## src/rtl/perf_event_counter_bank_pkg.sv

```systemverilog
// Shared event encoding and instruction decode for the performance counter bank.
package perf_pkg;

  typedef enum logic [2:0] {
    CYC   = 3'd0,
    INSTR = 3'd1,
    ARITH = 3'd2,
    MEM   = 3'd3,
    STALL = 3'd4,
    VEC   = 3'd5
  } perf_evt_e;

  localparam int NUM_EVT = 6;

  localparam logic [1:0] TYPE_MEM  = 2'b00;
  localparam logic [1:0] TYPE_DATA = 2'b01;
  localparam logic [1:0] TYPE_CTRL = 2'b10;
  localparam logic [1:0] TYPE_VEC  = 2'b11;

  // Data-type opcodes with op[4]=0 in this range count as stalls.
  localparam logic [4:0] STALL_OP_LO = 5'd5;
  localparam logic [4:0] STALL_OP_HI = 5'd7;

  // Event increment mask for one retiring instruction (cycle bit never set here).
  function automatic logic [NUM_EVT-1:0] decode_evt(input logic [1:0] typ,
                                                   input logic [4:0] op);
    logic [NUM_EVT-1:0] m;
    m = '0;
    case (typ)
      TYPE_MEM: begin
        m[INSTR] = 1'b1;
        m[MEM]   = 1'b1;
      end
      TYPE_DATA: begin
        m[INSTR] = 1'b1;
        if (op[4] || op < STALL_OP_LO) m[ARITH] = 1'b1;
        else if (op <= STALL_OP_HI)    m[STALL] = 1'b1;
      end
      TYPE_VEC: begin
        m[INSTR] = 1'b1;
        m[ARITH] = 1'b1;
        m[VEC]   = 1'b1;
      end
      default: m = '0;
    endcase
    return m;
  endfunction

endpackage

```

## src/rtl/perf_event_counter_bank_cell.sv

```systemverilog
// One event counter with its sticky overflow flag; wraps or saturates.
module perf_counter_cell #(
  parameter int CNT_W    = 19,
  parameter bit SATURATE = 1'b0
) (
  input  logic             clk,
  input  logic             rst,
  input  logic             clr,
  input  logic             inc,
  output logic [CNT_W-1:0] cnt,
  output logic             ovf
);

  always_ff @(negedge clk or negedge rst) begin
    if (!rst) begin
      cnt <= '0;
      ovf <= 1'b0;
    end else if (clr) begin
      cnt <= '0;
      ovf <= 1'b0;
    end else if (inc) begin
      if (&cnt) begin
        ovf <= 1'b1;
        cnt <= SATURATE ? cnt : '0;
      end else begin
        cnt <= cnt + 1'b1;
      end
    end
  end

endmodule

```

## src/rtl/perf_event_counter_bank.sv

```systemverilog
// Six-event performance counter bank: 2-stage decode/count, shadow snapshot, registered read.
module perf_event_counter_bank
  import perf_pkg::*;
#(
  parameter int CNT_W    = 19,
  parameter bit SATURATE = 1'b0,
  parameter bit SNAP_EN  = 1'b1
) (
  input  logic             clk,
  input  logic             rst,
  input  logic             instr_valid,
  input  logic [1:0]       instruction_type,
  input  logic [4:0]       opcode,
  input  logic             finish,
  input  logic             clear,
  input  logic             snapshot_req,
  input  logic             rd_en,
  input  logic [2:0]       rd_sel,
  input  logic             rd_shadow,
  output logic [CNT_W-1:0] rd_data,
  output logic             rd_valid,
  output logic [5:0]       ovf,
  output logic             snap_valid
);

  logic                              s1_vld;
  logic [1:0]                        s1_type;
  logic [4:0]                        s1_op;
  logic [NUM_EVT-1:0]                inc;
  logic [NUM_EVT-1:0][CNT_W-1:0]     live;
  logic [NUM_EVT-1:0][CNT_W-1:0]     shadow;
  logic [CNT_W-1:0]                  rd_mux;

  always_ff @(negedge clk or negedge rst) begin
    if (!rst) begin
      s1_vld  <= 1'b0;
      s1_type <= '0;
      s1_op   <= '0;
    end else if (clear) begin
      s1_vld  <= 1'b0;
    end else if (!finish) begin
      s1_vld  <= instr_valid;
      s1_type <= instruction_type;
      s1_op   <= opcode;
    end
  end

  always_comb begin
    inc = '0;
    if (!finish) begin
      if (s1_vld) inc = decode_evt(s1_type, s1_op);
      inc[CYC] = 1'b1;
    end
  end

  for (genvar g = 0; g < NUM_EVT; g++) begin : g_cell
    perf_counter_cell #(.CNT_W(CNT_W), .SATURATE(SATURATE)) u_cell (
      .clk (clk),
      .rst (rst),
      .clr (clear),
      .inc (inc[g]),
      .cnt (live[g]),
      .ovf (ovf[g])
    );
  end

  if (SNAP_EN) begin : g_snap
    // Shadows sample live values before this edge's increments land.
    always_ff @(negedge clk or negedge rst) begin
      if (!rst) begin
        shadow     <= '0;
        snap_valid <= 1'b0;
      end else if (clear) begin
        shadow     <= '0;
        snap_valid <= 1'b0;
      end else if (snapshot_req) begin
        shadow     <= live;
        snap_valid <= 1'b1;
      end
    end
  end else begin : g_nosnap
    assign shadow     = '0;
    assign snap_valid = 1'b0;
  end

  always_comb begin
    rd_mux = '0;
    if (rd_sel < 3'(NUM_EVT)) rd_mux = rd_shadow ? shadow[rd_sel] : live[rd_sel];
  end

  always_ff @(negedge clk or negedge rst) begin
    if (!rst) begin
      rd_data  <= '0;
      rd_valid <= 1'b0;
    end else begin
      rd_valid <= rd_en;
      if (rd_en) rd_data <= clear ? '0 : rd_mux;
    end
  end

endmodule

```

## config.mk

```make
export PLATFORM = sky130hd
export DESIGN_NAME = perf_event_counter_bank
export DESIGN_NICKNAME = d
export VERILOG_FILES = /design/src/rtl/perf_event_counter_bank_pkg.sv /design/src/rtl/perf_event_counter_bank_cell.sv /design/src/rtl/perf_event_counter_bank.sv
export SDC_FILE = /design/constraint.sdc
export NUM_CORES = 1
export LEC_CHECK = 0
export ABC_AREA = 1
export BUFFER_PORTS_ARGS = -buffer_cell sky130_fd_sc_hd__clkbuf_2
export CORE_ASPECT_RATIO = 1.25
export CORE_MARGIN = 2
export CORE_UTILIZATION = 41
export CTS_CLUSTER_DIAMETER = 200
export CTS_CLUSTER_SIZE = 28
export DETAILED_ROUTE_END_ITERATION = 8
export GPL_ROUTABILITY_DRIVEN = 0
export PLACE_DENSITY_LB_ADDON = 0.15
export SLEW_MARGIN = 10
export SYNTH_ARGS = -nofsm -noshare
export SYNTH_HDL_FRONTEND = slang
export SYNTH_SLANG_ARGS = --single-unit
export TNS_END_PERCENT = 10
```

## constraint.sdc

```tcl
create_clock -name clk -period 1.8 [get_ports clk]
set_input_delay 0.27 -clock clk [delete_from_list [all_inputs] [get_ports clk]]
set_output_delay 0.27 -clock clk [all_outputs]
set_load 0.005 [all_outputs]
```

Word-level counts from Yosys, hierarchy flattened:

Cells that the tools add are included.
Widths: inputs -> output; s select.

* add/sub/neg operators: 6
* order comparisons: 4
* equality and inequality tests: 3
* muxes and demuxes: 59
* bitwise gates (word level): 2
* reductions and logical operators: 29

Operator list (count)
* $mux 19: 23
* $mux 114: 2
* $add 19x1->19 const B: 6
* $bmux 19 s3: 2
* $reduce_and 19->1: 6
* $mux 1: 29
* $reduce_bool 2->1: 13
* $reduce_and 2->1: 7
* $mux 6: 2
* $le 5x3->1 const B: 1
* $lt 5x3->1 const B: 1
* $lt 3x4->1 const B: 1
* $lt 3x3->1 const B: 1
* $reduce_or 3->1: 1
* $eq 2x1->1 const B: 1
* $eq 2x2->1 const B: 1
* $logic_not 2->1: 1
* $ne 2x1->1 const B: 1
* $not 1->1: 2
* $pmux 1 s2: 1
* $logic_or 1x1->1: 1

* register bits: 263
* bits of input ports: 18
* output and inout port bits: 27
* logic and storage cells: 127

Longest topological paths before layout:

Gate-level depths: netlist of run 1.

* word-level depth: 8
* gate-level depth with buffers: 10

Cells and area by module:

From an unflattened synthesis of run 1, not the netlist that was laid out.

* cell total of the unflattened synthesis: 1994
* area total of the unflattened synthesis: 15060.7 um2

By module, submodules not included
* perf_event_counter_bank: times used 1, cells each 1076, area each 7808.7 um2, seq. area each 3578.4 um2
* perf_counter_cell: times used 6, cells each 153, area each 1208.7 um2, seq. area each 500.5 um2

==> results.json, run 1 <==
{
  "status": "complete, but fails checks",
  "violations": "negative setup slack",
  "gr-total-overflow": 0,
  "crit_type": "reg2out",
  "switching_share": 0.279,
  "synth_seq_cells": 263,
  "die-area_um2": 36500,
  "port_buffers": 44,
  "skew_ns": 0.0168,
  "netlist_instances": 1931,
  "path_clk_slew_ns": 0.08,
  "fin_setup_tns_ns": -14.49,
  "first_pass_iters": 5,
  "wirelength_um": 44400,
  "htreeDepth": 1,
  "arrival_ns": 2.04,
  "area_growth_pct": 21.3,
  "path_max_fanout": 2,
  "nets": 2099,
  "diodes": 0,
  "yosys_warnings": 0,
  "cts_tree": "built",
  "p_int_mw": 8.02,
  "p_per_area_nw_per_um2": 639,
  "power_frac_clock": 0.304,
  "maxSlewHeadroom": 0.669,
  "grt_pass1_wl_um": 71200,
  "coreArea_um2": 34500,
  "critical_path.top_delay_family": "flip-flops",
  "antenna_left": 0,
  "crit_required_ns": 1.53,
  "drtIter0Drc": 853,
  "grt_usage": 0.250,
  "hp-start": "s1_op[0]",
  "grt_max_degree": 40,
  "drive_above_1_share": 0.160,
  "slew_viol_final": 0,
  "power_frac_comb": 0.147,
  "die_w_um": 171,
  "setup_slack_ns": -0.509,
  "tightest_slew_ns": 0.493,
  "setup_viol": 74,
  "endpoint_kind": "output pin",
  "syn_area_per_cell_um2": 7.43,
  "antenna_found_initial": 0,
  "crit_path_start": "g_cell[3].u_cell.ovf",
  "vias": 13200,
  "cts_buffer_depth": 3,
  "ios": 45,
  "crit_path_cell_trace": "clkbuf_2",
  "hold_viol_final": 0,
  "post-route-util": 0.504,
  "wl_per_cell_um": 17.5,
  "cts-root-buf": "clkbuf_16",
  "final_cells": 2542,
  "clkLatencyLatePin_ns": 0.51,
  "startpoint_type": "register",
  "crit_buf_inv": 1,
  "clkSinkCount": 263,
  "cts_buffers": 13,
  "avgViaCountPerCell": 5.19,
  "synth_nets": 1955,
  "p_switching_mw": 3.10,
  "maxCapViolations": 0,
  "dp.cells": 2518,
  "synth_area_um2": 14300,
  "die_h_um": 213,
  "vdd_drop_max_v": 0.000543,
  "ctsHoldBuffers": 0,
  "placementRows": 76,
  "rsz0062_at_grt": "yes",
  "final_cell_mix": "477 x nand2_1, 273 x inv_1, 263 x dfrtn_1, 171 x nand3_1, 160 x nor2_1",
  "mostFrequentLayoutCell": "nand2_1",
  "ys_types": 34,
  "slowest_delay_ns": 0.48,
  "r2r_start": "g_cell[3].u_cell.cnt[1]",
  "p_leak_nw": 8.24,
  "power_frac_seq": 0.549,
  "hp-class": "reg2reg",
  "fin_hold_ws_ns": 0.419,
  "ys_seq_area_frac": 0.459,
  "crit_slowest_cell": "dfrtn_1",
  "start_util": 0.416,
  "drc": 0,
  "dp_hpwl_um": 33200,
  "grt_pass1_vias": 13000
}
final timing paths:
path / to / slack, ns / depth (start not counted)
worst min register to register: s1_op[0] / 0.42 / 2
min in group asynchronous: shadow[80] / 0.44 / 1
worst max-delay path: ovf[3] / -0.51 / 1
worst max register to register: g_cell[3].u_cell.cnt[8] / 0.11 / 9
worst min-delay path: s1_op[0] / 0.42 / 2
max in group asynchronous: shadow[34] / 0.80 / 2
cells by family (layout without fill, tap and decap cells):
family,after synthesis,count (layout),synth area share
buf+inv,384,527,0.108
xor+xnor,36,36,0.0220
simple gates,944,944,0.277
fa+ha+maj,6,6,0.00523
compound gates,298,298,0.129
flops,263,263,0.459
layer usage:
layer  vias up  global-route usage  routed length, um
met5         -                   0                  0
met4         0              0.0856               1470
met3        60              0.0191               1520
li1       6545                   -                  -
met2       269               0.440              22200
met1      6322               0.323              19200
power by group through the flow:
stage	clock (mW)	sequential [mW]	combinational [mW]
after floorplan	0	6.21	0.748
after global placement	0	6.22	1.53
after detailed placement	0	6.22	1.54
after CTS	3.48	6.11	1.60
after global routing	3.69	6.13	1.78
final	3.38	6.11	1.63
repair_timing:
action,in CTS,in global routing
pin swaps,5,16
buffers inserted,4,6
gates resized for setup,44,58
setup endpoints to repair,149,144
final cells by class:
| class | instances | area [um^2] |
|---|---|---|
| flip-flops and latches | 263 | 6580 |
| multi-input cells | 1284 | 6570 |
| inverters | 284 | 1090 |
| clock inverters | 1 | 20.0 |
| clock buffers | 13 | 325 |
| well taps | 468 | 586 |
| repair buffers | 229 | 2220 |
| fillers | 3331 | 17100 |
flip-flops by register name, indices dropped and copies added (netlist names), 2 cells and up:
| name | count |
|---|---|
| g_cell.u_cell.cnt | 114 |
| shadow | 114 |
| rd_data | 19 |
| g_cell.u_cell.ovf | 6 |
| s1_op | 5 |
| s1_type | 2 |
stage by stage:
step	cell area, um^2	setup WS, ns	power [mW]
after detailed placement	16600	-0.806	7.76
after CTS	17200	-0.528	11.2
after global routing	17400	-0.541	11.6
after global placement	16600	-0.788	7.75
final	17400	-0.509	11.1
after floorplan	14500	-0.327	6.96
synthesized netlist by cell type:
master,count,area [um^2]
a31oi_1,2,12.5
a21oi_4,2,32.5
nor3_4,1,16.3
nand2_1,493,1850
o31ai_1,2,15.0
clkinv_1,2,7.51
nor4_1,1,6.26
a22o_1,1,8.76
o22ai_1,93,582
buf_6,1,11.3
inv_2,6,22.5
nor3_1,25,125
and2_1,1,6.26
inv_1,276,1040
nand4_1,36,225
xor2_1,36,315
clkbuf_1,32,120
dfrtn_1,263,6580
ha_1,6,75.1
buf_1,4,15.0
nor2_2,4,25.0
o21ai_2,1,8.76
o21ai_0,85,425
nand3_2,2,20.0
a21oi_1,30,150
o21ai_1,5,25.0
nand3b_1,3,22.5
o211ai_1,76,571
nor2_1,177,664
buf_2,53,265
nand2_2,7,43.8
o21ai_4,1,16.3
buf_4,10,75.1
nand3_1,194,971
Note: power is estimated with default switching activity, not from simulation.
==> inputs of run 2 (changes only) <==
--- a/config.mk
+++ b/config.mk
@@ -6,13 +6,13 @@
 export NUM_CORES = 1
 export LEC_CHECK = 0
 export ABC_AREA = 1
-export BUFFER_PORTS_ARGS = -buffer_cell sky130_fd_sc_hd__clkbuf_2
 export CORE_ASPECT_RATIO = 1.25
 export CORE_MARGIN = 2
 export CORE_UTILIZATION = 41
 export CTS_CLUSTER_DIAMETER = 200
 export CTS_CLUSTER_SIZE = 28
 export DETAILED_ROUTE_END_ITERATION = 8
+export DONT_BUFFER_PORTS = 1
 export GPL_ROUTABILITY_DRIVEN = 0
 export PLACE_DENSITY_LB_ADDON = 0.15
 export SLEW_MARGIN = 10
==> run 2 against run 1 <==
Power shrank 5.2%; global-route usage shrank 0.094 points; non-clock buffer count shrank 110; flip-flop and latch count is the same; via count shrank 2.1%; die area is the same; sequential share of layout area grew 3.0 points; sequential power is essentially flat; worst setup slack gained 0.11 ns; largest cell class unchanged; clock skew grew 0.0083 ns; the flow still finishes with violations (negative setup slack); cell count shrank 4.3%; first-iteration DRC count grew 8.9%.
==> results.json, run 2 (same netlist as run 1, synthesis figures left out) <==
{
  "maxSlewHeadroom": 0.586,
  "wirelength_um": 44200,
  "grt_pass1_wl_um": 71100,
  "htreeDepth": 1,
  "placementRows": 76,
  "vdd_drop_max_v": 0.000477,
  "postCtsSetupRepairBufs": 0,
  "path_max_fanout": 2,
  "mostFrequentLayoutCell": "nand2_1",
  "dp.cells": 2418,
  "coreArea_um2": 34500,
  "r2r_start": "g_cell[1].u_cell.cnt[1]",
  "arrival_ns": 1.93,
  "endpoint_kind": "output pin",
  "dp_hpwl_um": 31700,
  "final_cells": 2432,
  "grt_max_degree": 264,
  "nets": 1989,
  "wl_per_cell_um": 18.2,
  "cts_buffers": 13,
  "startpoint_type": "register",
  "final_cell_mix": "483 x nand2_1, 275 x inv_1, 263 x dfrtn_1, 187 x nand3_1, 163 x nor2_1",
  "crit_required_ns": 1.53,
  "grt_usage": 0.249,
  "cts_buffer_depth": 3,
  "setup_slack_ns": -0.399,
  "drc": 0,
  "ios": 45,
  "cp_num_cells": 0,
  "die_w_um": 171,
  "p_leak_nw": 7.54,
  "reg2reg_slack_ns": 0.09,
  "start_util": 0.416,
  "cts-root-buf": "clkbuf_16",
  "pre_cts_ws_ns": -0.582,
  "avgViaCountPerCell": 5.31,
  "drive_above_1_share": 0.0988,
  "fin_hold_ws_ns": 0.259,
  "antenna_left": 0,
  "port_buffers": 0,
  "gr-total-overflow": 0,
  "cts_tree": "built",
  "hold_viol_final": 0,
  "clkLatencyLatePin_ns": 0.51,
  "top_regs": "g_cell.u_cell.cnt (114), shadow (114), rd_data (19)",
  "crit_type": "reg2out",
  "drtIter0Drc": 929,
  "tightest_slew_ns": 0.620,
  "clkSinkCount": 263,
  "diodes": 0,
  "r2r_end": "g_cell[1].u_cell.ovf",
  "first_pass_iters": 5,
  "die_h_um": 213,
  "die-area_um2": 36500,
  "area_growth_pct": 12.5,
  "antenna_found_initial": 0,
  "vias": 12900,
  "path_clk_slew_ns": 0.08,
  "setup_viol": 29,
  "slew_viol_final": 0,
  "hp-class": "in2async",
  "rsz0062_at_grt": "yes",
  "skew_ns": 0.0251,
  "grt_pass1_vias": 12700,
  "p_per_area_nw_per_um2": 653,
  "r2r_cells": 9,
  "maxCapViolations": 0,
  "violations": "negative setup slack",
  "status": "complete, but fails checks"
}
[run 2: cell types whose count changed in the layout (fill, tap and decap cells not counted), sizes merged]
cell,before,now
clkbuf,46,13
buf,196,119
[run 2: final cells by class]
cell class / count / area (um^2)
clock inverters: 1 / 20.0
multi-input cells: 1284 / 6410
flip-flops and latches: 263 / 6580
clock buffers: 13 / 325
well taps: 468 / 586
inverters: 284 / 1090
repair buffers: 119 / 1130
fillers: 3502 / 18400
[run 2: what timing repair did]
item | 4_1_cts | 5_1_grt
endpoints found under the setup margin | 35 | 109
hold buffers | 0 | 0
resized for setup | 1 | 32
pin swaps | 0 | 6
[run 2: per-stage QoR]
stage	TNS, ns	area, um^2	utilization	total power [mW]
final	-9.33	16100	0.468	10.5
after global routing	-10.96	16100	0.468	11.0
after CTS	-9.84	16000	0.464	10.7
after detailed placement	-84.58	15700	0.454	7.28
after global placement	-82.34	15700	0.454	7.28
after floorplan	-62.02	14500	-	6.96
[run 2: metal layers]
layer	global-route usage	routed length, um	part of all wire	up-vias
met3	0.0274	1650	0.037	78
met5	0	0	0	-
met1	0.317	18800	0.42	6257
met2	0.428	21700	0.49	269
met4	0.105	2100	0.047	0
li1	-	-	-	6309
[run 2: worst max-delay path by stage]
stage | slack, ns | end | startpoint
2_1_floorplan | -0.33 | rd_data[2] | rd_sel[0]
3_3_place_gp | -0.61 | g_cell[4].u_cell.cnt[16] | finish
3_5_place_dp | -0.58 | g_cell[4].u_cell.cnt[16] | finish
4_1_cts | -0.42 | rd_data[0] | rd_data[0]
5_1_grt | -0.44 | rd_data[10] | rd_data[10]
6_report | -0.40 | rd_data[0] | rd_data[0]
[run 2: power by group]
group	switching [mW]	total (mW)	leakage [nW]	internal (mW)
sequential	0.0885	6.14	3.64	6.05
clock	2.02	3.36	0.170	1.35
combinational	0.647	1.05	3.73	0.402
==> inputs of run 3 (changes only) <==
--- a/config.mk
+++ b/config.mk
@@ -8,13 +8,14 @@
 export ABC_AREA = 1
 export CORE_ASPECT_RATIO = 1.25
 export CORE_MARGIN = 2
-export CORE_UTILIZATION = 41
+export CORE_UTILIZATION = 45
 export CTS_CLUSTER_DIAMETER = 200
 export CTS_CLUSTER_SIZE = 28
 export DETAILED_ROUTE_END_ITERATION = 8
 export DONT_BUFFER_PORTS = 1
 export GPL_ROUTABILITY_DRIVEN = 0
 export PLACE_DENSITY_LB_ADDON = 0.15
+export SETUP_SLACK_MARGIN = 0.1
 export SLEW_MARGIN = 10
 export SYNTH_ARGS = -nofsm -noshare
 export SYNTH_HDL_FRONTEND = slang
==> run 3 against run 2 <==
Clock skew down 0.0055 ns; die area down 8.7%; highest routed layer unchanged; worst hold slack worse by 0.030 ns; worst setup slack better by 0.0063 ns; core utilization up 6.2 points; the flow still finishes with violations (negative setup slack); cell area up 3.7%; critical endpoint is now rd_data[15]; critical path depth unchanged.
==> results.json, run 3 (same netlist as run 1, synthesis figures left out) <==
{
  "status": "complete, but fails checks",
  "violations": "negative setup slack",
  "tightest_slew_ns": 0.802,
  "final_cell_mix": "455 x nand2_1, 269 x inv_1, 263 x dfrtn_1, 161 x nand3_1, 138 x nor2_1",
  "endpoint_kind": "output pin",
  "coreArea_um2": 31600,
  "skew_ns": 0.0196,
  "crit_type": "reg2out",
  "rsz0062_at_grt": "yes",
  "clkLatencyLatePin_ns": 0.52,
  "setup_viol": 28,
  "cts_buffer_depth": 3,
  "crit_required_ns": 1.53,
  "hp-class": "in2async",
  "mostFrequentLayoutCell": "nand2_1",
  "p_leak_nw": 7.69,
  "dp_hpwl_um": 31000,
  "cts_tree": "built",
  "p_per_area_nw_per_um2": 636,
  "maxCapViolations": 0,
  "vias": 13100,
  "diodes": 0,
  "grt_max_degree": 264,
  "dp.cells": 2373,
  "antenna_left": 0,
  "hold_viol_final": 0,
  "top_regs": "g_cell.u_cell.cnt (114), shadow (114), rd_data (19)",
  "antenna_found_initial": 0,
  "grt_usage": 0.262,
  "wirelength_um": 43700,
  "area_growth_pct": 16.7,
  "drtIter0Drc": 1141,
  "ctsHoldBuffers": 0,
  "wl_per_cell_um": 18.3,
  "drive_above_1_share": 0.154,
  "avgViaCountPerCell": 5.47,
  "gr-total-overflow": 0,
  "first_pass_iters": 5,
  "cts_buffers": 13,
  "arrival_ns": 1.92,
  "start_util": 0.454,
  "pre_cts_ws_ns": -0.559,
  "maxSlewHeadroom": 0.465,
  "cts-root-buf": "clkbuf_16",
  "path_max_fanout": 2,
  "clkSinkCount": 263,
  "setup_slack_ns": -0.393,
  "htreeDepth": 1,
  "vdd_drop_max_v": 0.000852,
  "placementRows": 73,
  "port_buffers": 0,
  "slew_viol_final": 0,
  "die_h_um": 204,
  "path_clk_slew_ns": 0.08,
  "grt_pass1_wl_um": 68900,
  "ios": 45,
  "grt_pass1_vias": 12600,
  "nets": 2000,
  "die-area_um2": 33300,
  "totalPowerFinal_mw": 10.7,
  "drc": 0,
  "final_cells": 2388,
  "die_w_um": 164,
  "startpoint_type": "register"
}
==> run 3: final timing paths <==
path	from	to	slack, ns	cells after the start
max in group asynchronous	rst	g_cell[3].u_cell.cnt[5]	0.89	0
worst max register to register	g_cell[3].u_cell.cnt[1]	g_cell[3].u_cell.cnt[12]	0.06	9
min in group clk	s1_op[1]	s1_op[1]	0.42	2
worst min-delay path	rst	g_cell[1].u_cell.cnt[18]	0.23	0
worst max-delay path	rd_data[15]	rd_data[15]	-0.39	0
worst min register to register	s1_op[1]	s1_op[1]	0.42	2
==> run 3: cell type report <==
cell class | instances | area, um^2
Clock buffer | 13 | 325
Clock inverter | 2 | 28.8
Fill cell | 3068 | 14900
Inverter | 284 | 1110
Multi-Input combinational cell | 1284 | 6950
Sequential cell | 263 | 6580
Tap cell | 412 | 515
Timing Repair Buffer | 130 | 1230
==> run 3: repair_timing <==
action                     CTS  global route
hold endpoints to repair     0             0
setup endpoints to repair   95           140
gates resized for setup     27           159
pin swaps                   12           102
cloned                       0             0
buffers inserted             0             0
==> run 3: routing by layer <==
| layer | up-vias | GRT usage | wire, um |
|---|---|---|---|
| li1 | 6343 | - | - |
| met3 | 74 | 0.0268 | 1950 |
| met2 | 356 | 0.457 | 22000 |
| met4 | 0 | 0.0930 | 1610 |
| met1 | 6292 | 0.339 | 18200 |
| met5 | - | 0 | 0 |
==> run 3: power by group <==
part	internal, mW	switching (mW)	total, mW
Combinational	0.428	0.700	1.13
Sequential	6.05	0.0847	6.13
Clock	1.36	2.03	3.39
==> run 3: per-stage QoR <==
stage               TNS [ns]  area (um^2)  utilization  hold slack (ns)
finish                 -9.06        16700        0.530            0.230
global route           -9.89        16700        0.530            0.222
CTS                    -9.34        16100        0.510            0.218
detailed placement    -90.57        15700        0.495            0.429
global placement      -86.95        15700        0.495            0.412
floorplan             -62.02        14500            -            0.396
